`src/rtl/dsp_phase_est_pkg.sv`:
```
// Shared types and constants for the phase/frequency estimator: FSM encoding,
// CORDIC arctangent table and its scaling helper.
package dsp_phase_est_pkg;

    typedef enum logic [1:0] {
        ST_IDLE = 2'd0,
        ST_ROT  = 2'd1,
        ST_DONE = 2'd2
    } state_t;

    localparam int ATAN_ENTRIES = 24;

    // Fractional bits carried below the sample LSB so late iterations still move y.
    localparam int CORDIC_GUARD = 8;

    // round(atan(2^-k) / (2*pi) * 2^32)
    localparam logic [31:0] ATAN [ATAN_ENTRIES] = '{
        32'h2000_0000, 32'h12E4_051E, 32'h09FB_385B, 32'h0511_11D4,
        32'h028B_0D43, 32'h0145_D7E1, 32'h00A2_F61E, 32'h0051_7C55,
        32'h0028_BE53, 32'h0014_5F2F, 32'h000A_2F98, 32'h0005_17CC,
        32'h0002_8BE6, 32'h0001_45F3, 32'h0000_A2FA, 32'h0000_517D,
        32'h0000_28BE, 32'h0000_145F, 32'h0000_0A30, 32'h0000_0518,
        32'h0000_028C, 32'h0000_0146, 32'h0000_00A3, 32'h0000_0051
    };

    // Rescale a table entry to a narrower phase word, rounding to nearest.
    function automatic logic [31:0] atan_scaled(input int k, input int phi_width);
        logic [32:0] v;
        int          sh;
        sh = 32 - phi_width;
        v  = {1'b0, ATAN[k]};
        if (sh > 0) begin
            v = (v + (33'd1 << (sh - 1))) >> sh;
        end
        return v[31:0];
    endfunction

endpackage

```
`src/rtl/dsp_cordic_vec.sv`:
```
// Iterative vectoring CORDIC: quadrant pre-rotation on load, one micro-rotation
// per run cycle, zero-input override and a done strobe on the final iteration.
module dsp_cordic_vec
    import dsp_phase_est_pkg::*;
#(
    parameter int PHI_WIDTH  = 32,
    parameter int DATA_WIDTH = 12,
    parameter int ITERS      = 16
) (
    input  logic                  clk,
    input  logic                  rst,
    input  logic                  load,
    input  logic                  run,
    input  logic [DATA_WIDTH-1:0] i_in,
    input  logic [DATA_WIDTH-1:0] q_in,
    output logic                  last,
    output logic                  done,
    output logic [PHI_WIDTH-1:0]  res_phase,
    output logic [DATA_WIDTH+1:0] res_mag
);

    localparam int XW = DATA_WIDTH + 2;
    localparam int W  = XW + CORDIC_GUARD;
    localparam int KW = $clog2(ITERS);

    logic [PHI_WIDTH-1:0] atan_tab [ITERS];

    genvar gi;
    generate
        for (gi = 0; gi < ITERS; gi++) begin : g_atan
            assign atan_tab[gi] = PHI_WIDTH'(atan_scaled(gi, PHI_WIDTH));
        end
    endgenerate

    logic signed [W-1:0]  i_ext, q_ext;
    logic signed [W-1:0]  x_reg, y_reg, x_next, y_next, x_sh, y_sh;
    logic [PHI_WIDTH-1:0] z_reg, z_next;
    logic [KW-1:0]        k_reg;
    logic                 zero_reg;

    assign i_ext = {{(XW - DATA_WIDTH){i_in[DATA_WIDTH-1]}}, i_in, {CORDIC_GUARD{1'b0}}};
    assign q_ext = {{(XW - DATA_WIDTH){q_in[DATA_WIDTH-1]}}, q_in, {CORDIC_GUARD{1'b0}}};

    always_comb begin
        x_sh = x_reg >>> k_reg;
        y_sh = y_reg >>> k_reg;
        if (!y_reg[W-1]) begin
            x_next = x_reg + y_sh;
            y_next = y_reg - x_sh;
            z_next = z_reg + atan_tab[k_reg];
        end else begin
            x_next = x_reg - y_sh;
            y_next = y_reg + x_sh;
            z_next = z_reg - atan_tab[k_reg];
        end
    end

    always_ff @(posedge clk) begin
        if (rst) begin
            k_reg    <= '0;
            zero_reg <= 1'b0;
        end else if (load) begin
            // Left half-plane: rotate by pi so the core only sees |angle| <= pi/2.
            if (i_in[DATA_WIDTH-1]) begin
                x_reg <= -i_ext;
                y_reg <= -q_ext;
                z_reg <= {1'b1, {(PHI_WIDTH - 1){1'b0}}};
            end else begin
                x_reg <= i_ext;
                y_reg <= q_ext;
                z_reg <= '0;
            end
            k_reg    <= '0;
            zero_reg <= (i_in == '0) && (q_in == '0);
        end else if (run) begin
            x_reg <= x_next;
            y_reg <= y_next;
            z_reg <= z_next;
            k_reg <= k_reg + KW'(1);
        end
    end

    assign last      = (k_reg == KW'(ITERS - 1));
    assign done      = run && last;
    assign res_phase = zero_reg ? '0 : z_next;
    assign res_mag   = zero_reg ? '0 : x_next[W-1:CORDIC_GUARD];

endmodule

```
`src/rtl/dsp_phase_est.sv`:
```
// Phase/frequency estimator top: handshake FSM, result registers and the
// phase-difference averager that produces the frequency word.
module dsp_phase_est
    import dsp_phase_est_pkg::*;
#(
    parameter int PHI_WIDTH  = 32,
    parameter int DATA_WIDTH = 12,
    parameter int ITERS      = 16,
    parameter int AVG_LOG2   = 4
) (
    input  logic                  clk,
    input  logic                  rst,
    input  logic                  en,
    input  logic                  in_valid,
    output logic                  in_ready,
    input  logic [DATA_WIDTH-1:0] i_in,
    input  logic [DATA_WIDTH-1:0] q_in,
    output logic                  out_valid,
    output logic [PHI_WIDTH-1:0]  phase_o,
    output logic [DATA_WIDTH+1:0] mag_o,
    output logic                  freq_valid,
    output logic [PHI_WIDTH-1:0]  freq_o
);

    localparam int AW = PHI_WIDTH + AVG_LOG2;
    localparam int CW = AVG_LOG2 + 1;

    state_t state_reg, state_next;
    logic   clear, accept, run, last, done;

    logic [PHI_WIDTH-1:0]  res_phase;
    logic [DATA_WIDTH+1:0] res_mag;

    assign clear    = rst || !en;
    assign in_ready = (state_reg == ST_IDLE) && !clear;
    assign accept   = in_valid && in_ready;
    assign run      = (state_reg == ST_ROT) && !clear;

    dsp_cordic_vec #(
        .PHI_WIDTH (PHI_WIDTH),
        .DATA_WIDTH(DATA_WIDTH),
        .ITERS     (ITERS)
    ) u_cordic (
        .clk      (clk),
        .rst      (clear),
        .load     (accept),
        .run      (run),
        .i_in     (i_in),
        .q_in     (q_in),
        .last     (last),
        .done     (done),
        .res_phase(res_phase),
        .res_mag  (res_mag)
    );

    always_comb begin
        state_next = state_reg;
        case (state_reg)
            ST_IDLE: if (accept) state_next = ST_ROT;
            ST_ROT:  if (last)   state_next = ST_DONE;
            ST_DONE: state_next = ST_IDLE;
            default: state_next = ST_IDLE;
        endcase
        if (clear) begin
            state_next = ST_IDLE;
        end
    end

    always_ff @(posedge clk) begin
        if (rst) begin
            state_reg <= ST_IDLE;
        end else begin
            state_reg <= state_next;
        end
    end

    logic                  out_valid_reg, freq_valid_reg, prev_valid_reg;
    logic [PHI_WIDTH-1:0]  phase_reg, freq_reg, prev_reg, diff, freq_next;
    logic [DATA_WIDTH+1:0] mag_reg;
    logic signed [AW-1:0]  acc_reg, acc_sum;
    logic [CW-1:0]         cnt_reg, cnt_inc;
    logic                  window_full;

    // The modular phase difference read as signed is the wrap-free step.
    always_comb begin
        diff        = res_phase - prev_reg;
        acc_sum     = acc_reg + AW'($signed(diff));
        freq_next   = PHI_WIDTH'(acc_sum >>> AVG_LOG2);
        cnt_inc     = cnt_reg + CW'(1);
        window_full = (cnt_inc == CW'(2 ** AVG_LOG2));
    end

    always_ff @(posedge clk) begin
        if (clear) begin
            out_valid_reg  <= 1'b0;
            freq_valid_reg <= 1'b0;
            phase_reg      <= '0;
            mag_reg        <= '0;
            freq_reg       <= '0;
            prev_reg       <= '0;
            prev_valid_reg <= 1'b0;
            acc_reg        <= '0;
            cnt_reg        <= '0;
        end else begin
            out_valid_reg  <= done;
            freq_valid_reg <= 1'b0;
            if (done) begin
                phase_reg <= res_phase;
                mag_reg   <= res_mag;
                prev_reg  <= res_phase;
                if (!prev_valid_reg) begin
                    prev_valid_reg <= 1'b1;
                end else if (window_full) begin
                    freq_reg       <= freq_next;
                    freq_valid_reg <= 1'b1;
                    acc_reg        <= '0;
                    cnt_reg        <= '0;
                end else begin
                    acc_reg <= acc_sum;
                    cnt_reg <= cnt_inc;
                end
            end
        end
    end

    assign out_valid  = out_valid_reg;
    assign phase_o    = phase_reg;
    assign mag_o      = mag_reg;
    assign freq_valid = freq_valid_reg;
    assign freq_o     = freq_reg;

endmodule

```
`config.mk`:
```
export PLATFORM = sky130hd
export DESIGN_NAME = dsp_phase_est
export DESIGN_NICKNAME = d
export VERILOG_FILES = /design/src/rtl/dsp_phase_est_pkg.sv /design/src/rtl/dsp_cordic_vec.sv /design/src/rtl/dsp_phase_est.sv
export SDC_FILE = /design/constraint.sdc
export NUM_CORES = 1
export LEC_CHECK = 0
export BUFFER_PORTS_ARGS = -buffer_cell sky130_fd_sc_hd__clkbuf_2
export CAP_MARGIN = 20
export CORE_MARGIN = 2
export CORE_UTILIZATION = 58
export CTS_CLUSTER_DIAMETER = 120
export DETAILED_ROUTE_END_ITERATION = 6
export GPL_ROUTABILITY_DRIVEN = 0
export PLACE_DENSITY = 0.74
export SLEW_MARGIN = 20
export SYNTH_ARGS = -nofsm -noshare
export SYNTH_HDL_FRONTEND = slang
export SYNTH_SLANG_ARGS = --single-unit
```
`constraint.sdc`:
```
create_clock -name clk -period 13.9 [get_ports clk]
set_input_delay 0.695 -clock clk [delete_from_list [all_inputs] [get_ports clk]]
set_output_delay 0.695 -clock clk [all_outputs]
set_load 0.1 [all_outputs]
```
==> summary.txt, run 1 <==
Setup path
  – Critical path's slowest cell: buf_4
  – Worst reg2reg path startpoint: u_cordic.k_reg[0]
  – Capturing element type of the critical path: flip-flop
  – Critical path launch point: u_cordic.k_reg[0]
  – CP max stage delay: around 0.56 ns
  – Capture instance of the worst register-to-register path: freq_o[31]
  – Cell seen most often among critical-path stages: a21oi_1
  – Category of cells accounting for the largest share of critical-path delay: compound AO/OA/AOI/OAI gates
  – Crit path required time: 14.31 ns
  – Startpoint type of the worst setup path: flip-flop
  – Endpoint of the worst setup timing path: freq_o[31]
  – R2R cell count: 41
  – Combined buffer and inverter count along the critical path: 2
  – Classification of the worst setup path: flip-flop to flip-flop
  – Critical path fanouts, max: 53
  – Register-to-register setup slack: 3.97 ns
  – Logic depth of the worst path, buffers included: 41
  – Critical path arrival: roughly 10 ns

Drt
  – Vias post-DR: roughly 17000
  – # DRC: 0
  – Drt first pass iters: 6
  – Number of DRC violations after detailed-routing iteration 0: ~1600
  – Routed wire length: a little over 50 mm
  – Antenna Violating Nets Remaining: 0
  – Wire length per cell: 18.8 µm
  – Vias per cell: roughly 6.2

Logic synthesis
  – Mux cell area share after synthesis: ~8.6%
  – Fraction of synthesized cell area in xor and xnor cells: roughly a tenth
  – Number of synthesized flops with an enable pin: 76
  – Adder-cell share of the synthesized area: between 10 and 15%
  – Asr flop ratio synth: 0%
  – Combinational family with the most area after synthesis: compound AO/OA/AOI/OAI gates
  – Commonest cells in the synthesized netlist: 252 x nor2_1, 230 x a21oi_1, 227 x nand2_1
  – Complex-gate fraction of the synthesized area: between 20% and 30%
  – Most used flip-flop cell after synthesis: dfxtp_1
  – Cell type with the highest aggregate area in the netlist: dfxtp_1
  – Net count after synthesis: around 2400
  – Cell types with the largest area share after synthesis: dfxtp_1 14%, edfxtp_1 12%, ha_1 11%
  – Post-synth cell types: 83
  – Sequential share of the synthesized area: roughly a quarter
  – Synthesized area per cell: 8.31 µm²
  – Synthesis warning total: 0
  – Count of mapped cells out of synthesis: between 2000 and 2500
  – Yosys top cell area share: around 14%
  – Mapped Area: 18500 µm²
  – Synth Area in Simple Gates: between 10% and 20%
  – Total of flip-flops plus latches after synthesis: 205
  – Most instantiated library cell after synthesis: nor2_1

Status
  – Run status: complete, no violations

STA
  – Post-route clock skew: roughly 0.013 ns
  – Portion of the clock cycle consumed by the worst path in the final layout: between 70% and 80%
  – Fin crit period: slightly below 10 ns
  – Maximum achievable frequency: between 0.1 and 0.15 GHz
  – Max_slew headroom: between 20% and 30%
  – RSZ-0062 raised after global routing: false
  – Hold_ws: 0.454 ns
  – Pin slew with the least headroom to its limit: roughly 1.1 ns
  – Final hold violation count: 0
  – Count of pins over their slew limit: 0
  – Fin Setup TNS: 0 ns
  – Final setup viols: 0

Final layout
  – Number of nets in the finished design: roughly 2500
  – Final Non-Filler Cells: between 2000 and 3000
  – Largest register FFs: 36
  – P&R area growth vs syn: 9.72%
  – Filler instances: 2616
  – Number of antenna cells inserted: 0
  – Share of cells above drive strength 1: between 10% and 20%
  – Area occupied by registers: between 4000 and 5000 µm²
  – Area of the multi-input gates: ~13000 µm²

Global routing
  – Number of global-route vias before repair: between 15000 and 20000
  – Global-route wire length before repair: around 82 mm
  – GR Util All Layers: a little under a third
  – Maximum number of pins on one net before global-route repair: 81
  – Antenna violations before repair: 1
  – Total overflow reported by the global router: 0

Placement
  – DP HPWL: around 37 mm
  – Port Buf Inserts: 108
  – Number of placed instances, taps included: around 2600

CTS
  – Clock Latency Late Sink: 0.58 ns
  – TritonCTS clock tree: yes
  – Setup repair bufs after CTS: 0
  – Number of clock buffers inserted by TritonCTS: 27
  – TritonCTS sink count: 205
  – Max H-tree Level: 1
  – Buffer depth of the longest clock path: 3
  – Post-cts hold buffer count: 0
  – Cell at the root of the clock tree: clkbuf_16
  – Clock transition at the register clock pins on the worst setup and hold paths after CTS: approximately 0.060 ns
  – Post-cts resize count: 0

Power and ir drop
  – Internal Pwr Total: between 0.0015 and 0.002 W
  – Share of power burned in registers: roughly 26%
  – Switching share of power: approximately 39%
  – Part of the total power dissipated in the clock network: 29.0%
  – Worst IR Drop VDD: 0.116 mV
  – Proportion of power drawn by combinational gates: about 45%
  – Leakage power of the design: 8.21 nW
  – Total power density per cell area: ~140 nW/µm²
  – Switching power: ~0.0011 W

Die
  – Die Y-Extent: between 150 and 200 µm
  – Top Ports: 109
  – Number of core rows: between 60 and 70
  – Die X-Extent: between 150 and 200 µm
  – Area enclosed by the die boundary: 33300 µm²
  – Std-Cell Core Area: between 30000 and 40000 µm²
  – Starting Density: around three fifths

Job
  – Max-cap check violation count: 0

Hold path
  – Class of the most critical hold timing path: flip-flop to flip-flop
  – Cells on Worst Hold Path: 2
## cell usage in the layout (no fill, tap or decap), types with 24 or more instances in the layout
| cell | instances |
|---|---|
| a21o_1 | 59 |
| a21oi_1 | 230 |
| a22oi_1 | 32 |
| a31oi_1 | 27 |
| clkbuf_16 | 29 |
| clkbuf_2 | 108 |
| dfxtp_1 | 125 |
| edfxtp_1 | 76 |
| ha_1 | 163 |
| inv_1 | 88 |
| mux2i_1 | 26 |
| mux4_2 | 39 |
| nand2_1 | 225 |
| nand2b_1 | 27 |
| nand3_1 | 43 |
| nor2_1 | 251 |
| nor3_1 | 47 |
| o21a_1 | 24 |
| o21ai_0 | 116 |
| xnor2_1 | 128 |
| xor2_1 | 82 |
## worst min-delay path, stage by stage, from the launching register on
cell	delay, ns
dfxtp_1	0.31
nand2_1	0.05
a21oi_1	0.05
## final cells by class
cell class	instances	share of cell area (%)
well taps	402	2.48
repair buffers	126	3.43
clock inverters	14	1.11
flip-flops and latches	205	24.0
multi-input cells	1821	63.3
clock buffers	36	3.91
inverters	91	1.69
## cell families after synthesis
family / after synthesis
AND/OR/NAND/NOR: 728
buffers and inverters: 196
flip-flops: 205
AO/OA/AOI/OAI: 625
XOR/XNOR: 210
multiplexers: 90
adder cells (fa/ha/maj): 168
## power groups by stage
stage / clock (W) / combinational [W] / sequential (W)
finish: 0.000795 / 0.00124 / 0.000702
detailed placement: 0 / 0.00120 / 0.000714
CTS: 0.000804 / 0.00122 / 0.000701
global placement: 0 / 0.00117 / 0.000713
floorplan: 0 / 0.000955 / 0.000701
global route: 0.000829 / 0.00137 / 0.000704
## stage by stage
stage	area, µm²	setup slack, ns	util [%]	power [W]
after floorplan	18500	5.09	-	0.00166
after global placement	19200	4.40	61.0	0.00188
after detailed placement	19200	4.04	61.0	0.00191
after CTS	20200	4.01	64.3	0.00272
after global routing	20300	2.91	64.4	0.00291
final	20300	3.97	64.4	0.00274
## layer usage
| metal | up-vias | track usage (%) | share of wire (%) |
|---|---|---|---|
| met5 | - | 0 | 0 |
| met3 | 97 | 4.33 | 7.8 |
| li1 | 8122 | - | - |
| met4 | 0 | 9.97 | 3.2 |
| met1 | 7969 | 42.0 | 44 |
| met2 | 633 | 48.4 | 45 |
## worst min path at each step
stage	start	end	slack, ns
after floorplan	prev_valid_reg	prev_valid_reg	0.43
after global placement	mag_o[10]	mag_o[10]	0.44
after detailed placement	mag_o[10]	mag_o[10]	0.45
after CTS	mag_o[10]	mag_o[10]	0.46
after global routing	freq_o[1]	freq_o[1]	0.47
final	freq_o[1]	freq_o[1]	0.45
Note: power is estimated with default switching activity, not from simulation.
==> run 2: changes to the inputs <==
==> constraint.sdc (replaced) <==
create_clock -name clk -period 9.15 [get_ports clk]
set_input_delay 0.4575 -clock clk [delete_from_list [all_inputs] [get_ports clk]]
set_output_delay 0.4575 -clock clk [all_outputs]
set_load 0.1 [all_outputs]
==> run 2 against run 1 <==
Compared with the run above:
- fmax increased by 16%
- sequential power is 51% higher
- clock power increased by 28%
- routed wire length is 0.13% higher
- total power rose by 45%
- first-iteration DRC count grew 1.6%
- critical path depth rose by 1
- final area fell by 0.31%
- global-route usage is 0.21 points lower
- count of clock-buffer cells in the layout is 4 higher
- worst setup slack lost 3.4 ns
- critical path type unchanged
- critical endpoint unchanged
- largest cell class unchanged
- highest routed layer unchanged
==> summary.txt, run 2 (synthesis results as in run 1) <==
Final layout
  – Commonest non-fill, non-tap cells in the layout: 251 x nor2_1, 225 x a21oi_1, 225 x nand2_1
  – P&R area growth vs syn: 9.38%
  – Finished Cell Area: 20200 µm² (-0.31%)
  – Util after Layout: 64.2% (-0.20 points)
  – Most common library cell in the layout ignoring fill and taps: nor2_1
  – Number of nets in the finished design: 2473 (+0.20%)
  – Number of antenna cells inserted: 0 (unchanged)
  – Largest register FFs: 36 (unchanged)
  – Share of cells above drive strength 1: 12.1% (+0.38 points)
  – Filler instances: 2660 (+1.7%)

Hold path
  – Cells on Worst Hold Path: 3 (+1)
  – Class of the most critical hold timing path: input port to flip-flop

Setup path
  – Crit path required time: 9.56 ns (-4.75 ns)
  – Critical path's slowest cell: dfxtp_2
  – CP max stage delay: 0.38 ns (-0.18 ns)
  – Combined buffer and inverter count along the critical path: 1 (-1)
  – Critical path arrival: 8.96 ns (-1.38 ns)
  – Startpoint type of the worst setup path: flip-flop
  – Capturing element type of the critical path: flip-flop
  – Classification of the worst setup path: flip-flop to flip-flop
  – R2R cell count: 42 (+2.4%)
  – Critical path fanouts, max: 6 (-89%)
  – Cell seen most often among critical-path stages: a21oi_1
  – Category of cells accounting for the largest share of critical-path delay: compound AO/OA/AOI/OAI gates
  – Logic depth of the worst path, buffers included: 42 (+2.4%)

Drt
  – Number of DRC violations after detailed-routing iteration 0: 1605 (+1.6%)
  – Vias post-DR: 16900 (+0.49%)
  – Routed wire length: 50.9 mm (+0.13%)
  – Uppermost signal routing layer after detailed routing: met4
  – Met1 WL: 22.4 mm (-0.31%)
  – Wire length per cell: 18.9 µm (about the same)
  – # DRC: 0 (unchanged)
  – Detailed-routed wire length on met2: 22.5 mm (-1.6%)
  – Drt first pass iters: 6 (unchanged)
  – Vias per cell: 6.27 (+0.38%)
  – Routed length on met3: 4.25 mm (+7.8%)
  – Antenna Violating Nets Remaining: 0 (unchanged)

Power and ir drop
  – Share of power burned in registers: 26.8% (+1.2 points)
  – Worst IR Drop VDD: 0.148 mV (+27%)
  – Total power density per cell area: 197 nW/µm² (+46%)
  – Internal Pwr Total: 0.00239 W (+43%)
  – Leakage power of the design: 8.16 nW (-0.56%)
  – Part of the total power dissipated in the clock network: 25.5% (-3.5 points)
  – Switching power: 0.00159 W (+49%)
  – Proportion of power drawn by combinational gates: 47.7% (+2.3 points)
  – Switching share of power: 39.9% (+1.1 points)

Die
  – Top Ports: 109 (unchanged)
  – Die X-Extent: 182 µm (unchanged)
  – Die Y-Extent: 182 µm (unchanged)
  – Std-Cell Core Area: 31500 µm² (unchanged)
  – Area enclosed by the die boundary: 33300 µm² (unchanged)
  – Number of core rows: 65 (unchanged)
  – Starting Density: 58.7% (unchanged)

CTS
  – Clock Latency Late Sink: 0.58 ns (about the same)
  – Clock transition at the register clock pins on the worst setup and hold paths after CTS: 0.06 ns (about the same)
  – Number of clock buffers inserted by TritonCTS: 25 (-7.4%)
  – TritonCTS sink count: 205 (unchanged)
  – Cell at the root of the clock tree: clkbuf_16
  – Buffer depth of the longest clock path: 3 (unchanged)
  – Max H-tree Level: 1 (unchanged)
  – TritonCTS clock tree: yes

Global routing
  – Antenna violations before repair: 1 (unchanged)
  – Maximum number of pins on one net before global-route repair: 77 (-4.9%)
  – Number of global-route vias before repair: 15800 (-0.46%)
  – GR Util All Layers: 30.0% (-0.21 points)
  – Total overflow reported by the global router: 0 (unchanged)
  – Global-route wire length before repair: 81.5 mm (-0.16%)

STA
  – Max_slew headroom: 29.2% (+2.4 points)
  – Portion of the clock cycle consumed by the worst path in the final layout: 93.5% (+22 points)
  – Fin crit period: 8.56 ns (-1.38 ns)
  – Post-route clock skew: 0.0208 ns (+0.00784 ns)
  – Final hold violation count: 0 (unchanged)
  – Pin slew with the least headroom to its limit: 1.06 ns (-0.0324 ns)
  – Maximum achievable frequency: 0.117 GHz (+16%)
  – Final setup viols: 0 (unchanged)
  – Fin Setup TNS: 0 ns (unchanged)
  – Count of pins over their slew limit: 0 (unchanged)

Status
  – Run status: complete, no violations

Placement
  – DP HPWL: 37.4 mm (+1.4%)
  – Port Buf Inserts: 108 (unchanged)
  – Instance area after placement: 19200 µm² (+0.16%)

Job
  – Max-cap check violation count: 0 (unchanged)
run 2: per-layer routing:
metal  track usage [%]  vias to the layer above
met3              4.83                      104
met1              41.8                     7943
met4              10.1                        0
met5                 0                        -
met2              47.5                      704
li1                  -                     8152
run 2: tightest hold or removal path, delay by kind of cell:
kind	cells	cell delay [ns]
buffers and inverters	1	0.13
AO/OA/AOI/OAI	1	0.07
AND/OR/NAND/NOR	1	0.07
run 2: path summary, 6_finish.rpt:
kind	from	end	slack (ns)
hold reg to reg	freq_o[0]	freq_o[0]	0.45
setup reg to reg	u_cordic.k_reg[0]	freq_o[31]	0.59
hold / removal	i_in[0]	u_cordic.x_reg[8]	0.27
setup / recovery	u_cordic.k_reg[0]	freq_o[31]	0.59
run 2: area by class of cell:
type | instances | area [µm²] | share of cell area (%)
multi-input combinational | 1821 | 12900 | 63.9
sequential | 205 | 4880 | 24.2
clock inverter | 6 | 71.3 | 0.353
timing repair buffer | 133 | 741 | 3.67
inverter | 91 | 345 | 1.71
clock buffer | 40 | 754 | 3.74
tap | 402 | 503 | 2.49
run 2: power by group through the flow:
| stage | logic, W | registers [W] | clock network [W] |
|---|---|---|---|
| 2_1_floorplan | 0.00145 | 0.00106 | 0 |
| 3_3_place_gp | 0.00178 | 0.00108 | 0 |
| 3_5_place_dp | 0.00183 | 0.00108 | 0 |
| 4_1_cts | 0.00185 | 0.00106 | 0.00103 |
| 5_1_grt | 0.00209 | 0.00107 | 0.00106 |
| 6_report | 0.00190 | 0.00106 | 0.00102 |
run 2: timing repair:
action | in CTS | in global routing
buffers inserted | 0 | 4
endpoints found under the setup margin | 0 | 24
hold buffers | 0 | 0
resized for setup | 0 | 25
run 2: per-stage QoR:
step           setup slack (ns)  hold WS [ns]  instances  total power (W)
2_1_floorplan             0.340         0.431       2222          0.00252
3_3_place_gp              0.540         0.443       2648          0.00286
3_5_place_dp              0.205         0.450       2648          0.00291
4_1_cts                   0.194         0.263       2694          0.00394
5_1_grt                 -0.0173         0.278       2698          0.00422
6_report                  0.594         0.274       2698          0.00398
==> run 3: changes to the inputs <==
--- a/config.mk
+++ b/config.mk
@@ -9,6 +9,7 @@
 export CAP_MARGIN = 20
 export CORE_MARGIN = 2
 export CORE_UTILIZATION = 58
+export CTS_BUF_LIST = sky130_fd_sc_hd__clkbuf_8 sky130_fd_sc_hd__clkbuf_16
 export CTS_CLUSTER_DIAMETER = 120
 export DETAILED_ROUTE_END_ITERATION = 6
 export GPL_ROUTABILITY_DRIVEN = 0
==> run 3 against run 2 <==
Compared with the run above:
- fmax up 0.10%
- combinational power about the same
- critical path depth unchanged
- total power down 0.39%
- worst setup slack better by 0.0087 ns
- sequential cell count unchanged
- sequential power about the same
- clock power about the same
- largest power group unchanged
==> summary.txt, run 3 (synthesis results as in run 1) <==
CTS
  – Buffer depth of the longest clock path: 3 (unchanged)
  – TritonCTS sink count: 205 (unchanged)
  – Cell at the root of the clock tree: clkbuf_16
  – TritonCTS clock tree: yes
  – Max H-tree Level: 1 (unchanged)
  – Number of clock buffers inserted by TritonCTS: 25 (unchanged)
  – Clock transition at the register clock pins on the worst setup and hold paths after CTS: 0.06 ns (about the same)
  – Clock Latency Late Sink: 0.57 ns (about the same)
  – Post-cts hold buffer count: 0 (unchanged)

Final layout
  – P&R area growth vs syn: 9.38% (unchanged)
  – Number of nets in the finished design: 2473 (unchanged)
  – Commonest non-fill, non-tap cells in the layout: 251 x nor2_1, 225 x a21oi_1, 225 x nand2_1
  – Area occupied by registers: 4880 µm² (unchanged)
  – Filler instances: 2660 (unchanged)
  – Finished Cell Area: 20200 µm² (unchanged)
  – Largest register FFs: 36 (unchanged)
  – Number of antenna cells inserted: 0 (unchanged)
  – Share of cells above drive strength 1: 12.1% (unchanged)
  – Most common library cell in the layout ignoring fill and taps: nor2_1
  – Final Non-Filler Cells: 2698 (unchanged)
  – Area of the multi-input gates: 12900 µm² (unchanged)

Global routing
  – Number of global-route vias before repair: 15800 (-0.0063%)
  – Total overflow reported by the global router: 0 (unchanged)
  – Antenna violations before repair: 1 (unchanged)
  – Global-route wire length before repair: 81.5 mm (about the same)
  – Maximum number of pins on one net before global-route repair: 77 (unchanged)
  – GR Util All Layers: 30.0% (about the same)

STA
  – Final hold violation count: 0 (unchanged)
  – Portion of the clock cycle consumed by the worst path in the final layout: 93.4% (-0.095 points)
  – Fin crit period: 8.55 ns (-0.00868 ns)
  – Final setup viols: 0 (unchanged)
  – Pin slew with the least headroom to its limit: 1.05 ns (-0.00707 ns)
  – Final Worst Setup Slack: 0.602 ns (+0.00868 ns)
  – Count of pins over their slew limit: 0 (unchanged)
  – Maximum achievable frequency: 0.117 GHz (+0.10%)
  – Hold_ws: 0.280 ns (+0.00581 ns)
  – Post-route clock skew: 0.0197 ns (-0.00104 ns)
  – Max_slew headroom: 29.7% (+0.47 points)

Die
  – Top Ports: 109 (unchanged)
  – Starting Density: 58.7% (unchanged)
  – Std-Cell Core Area: 31500 µm² (unchanged)
  – Die Y-Extent: 182 µm (unchanged)
  – Number of core rows: 65 (unchanged)
  – Area enclosed by the die boundary: 33300 µm² (unchanged)
  – Die X-Extent: 182 µm (unchanged)

Power and ir drop
  – Leakage power of the design: 8.20 nW (+0.51%)
  – Total power: 0.00396 W (-0.39%)
  – Worst IR Drop VDD: 0.145 mV (-1.9%)
  – Total power density per cell area: 196 nW/µm² (-0.39%)

Drt
  – Vias post-DR: 16900 (+0.10%)
  – Routed wire length: 50.9 mm (about the same)
  – Antenna Violating Nets Remaining: 0 (unchanged)
  – # DRC: 0 (unchanged)
  – Number of DRC violations after detailed-routing iteration 0: 1456 (-9.3%)
  – Drt first pass iters: 6 (unchanged)
  – Wire length per cell: 18.9 µm (about the same)
  – Vias per cell: 6.27 (+0.10%)

Hold path
  – Cells on Worst Hold Path: 3 (unchanged)
  – Class of the most critical hold timing path: input port to flip-flop

Placement
  – Instance area after placement: 19200 µm² (unchanged)
  – Port Buf Inserts: 108 (unchanged)
  – Number of placed instances, taps included: 2648 (unchanged)
  – Pre-CTS worst setup slack: 0.205 ns (unchanged)
  – DP HPWL: 37.4 mm (unchanged)

Setup path
  – Critical path launch point: u_cordic.k_reg[0]
  – Capturing element type of the critical path: flip-flop
  – Crit path required time: 9.56 ns (about the same)
  – Cell seen most often among critical-path stages: a21oi_1
  – R2R cell count: 42 (unchanged)
  – Startpoint type of the worst setup path: flip-flop
  – Critical path fanouts, max: 6 (unchanged)
  – CP max stage delay: 0.38 ns (about the same)
  – Critical path's slowest cell: dfxtp_2
  – Register-to-register setup slack: 0.60 ns (about the same)
  – Critical path arrival: 8.96 ns (about the same)
  – Worst reg2reg path startpoint: u_cordic.k_reg[0]
  – Capture instance of the worst register-to-register path: freq_o[31]
  – Endpoint of the worst setup timing path: freq_o[31]
  – Classification of the worst setup path: flip-flop to flip-flop

Job
  – Max-cap check violation count: 0 (unchanged)

Status
  – Run status: complete, no violations
run 3: worst min-delay path by stage:
stage                               from                 to  slack [ns]
after floorplan           prev_valid_reg     prev_valid_reg        0.43
after CTS                        i_in[0]  u_cordic.x_reg[8]        0.26
final                            i_in[0]  u_cordic.x_reg[8]        0.28
after global placement         freq_o[2]          freq_o[2]        0.44
after detailed placement      freq_o[21]         freq_o[21]        0.45
after global routing             i_in[0]  u_cordic.x_reg[8]        0.28
run 3: area by class of cell:
| class | instances | share of cell area [%] |
|---|---|---|
| Multi-Input combinational cell | 1821 | 63.9 |
| Sequential cell | 205 | 24.2 |
| Timing Repair Buffer | 133 | 3.67 |
| Clock buffer | 30 | 3.55 |
| Tap cell | 402 | 2.49 |
| Inverter | 91 | 1.71 |
| Clock inverter | 16 | 0.539 |
run 3: power breakdown:
group / internal, W / total, W / switching (W)
combinational: 0.000769 / 0.00190 / 0.00113
sequential: 0.00103 / 0.00106 / 0.0000387
clock: 0.000584 / 0.00100 / 0.000419
total: 0.00238 / 0.00396 / 0.00158
run 3: per-layer routing:
layer | global-route usage (%) | wire (µm) | up-vias
met1 | 41.8 | 22500 | 7962
met5 | 0 | 0 | -
met2 | 47.5 | 22600 | 698
li1 | - | - | 8155
met4 | 10.1 | 1770 | 0
met3 | 4.83 | 4080 | 105
run 3: metrics by stage:
step	util, %	TNS [ns]
after global placement	61.1	0
after floorplan	-	0
final	64.2	0
after global routing	64.2	-0.0396
after CTS	63.8	0
after detailed placement	61.1	0
run 3: timing repair:
| action | in CTS | in global routing |
|---|---|---|
| endpoints found under the hold margin | 0 | 0 |
| gates resized for setup | 0 | 25 |
| setup endpoints to repair | 0 | 24 |
| buffers inserted | 0 | 4 |
run 3: worst max-delay path, delay by kind of cell, from the launching register on:
| family | cells | cell delay [ns] |
|---|---|---|
| AND/OR/NAND/NOR | 13 | 2.34 |
| adder cells (fa/ha/maj) | 4 | 1.35 |
| AO/OA/AOI/OAI | 19 | 3.27 |
| XOR/XNOR | 5 | 0.89 |
| flip-flops | 1 | 0.38 |
| buffers and inverters | 1 | 0.14 |
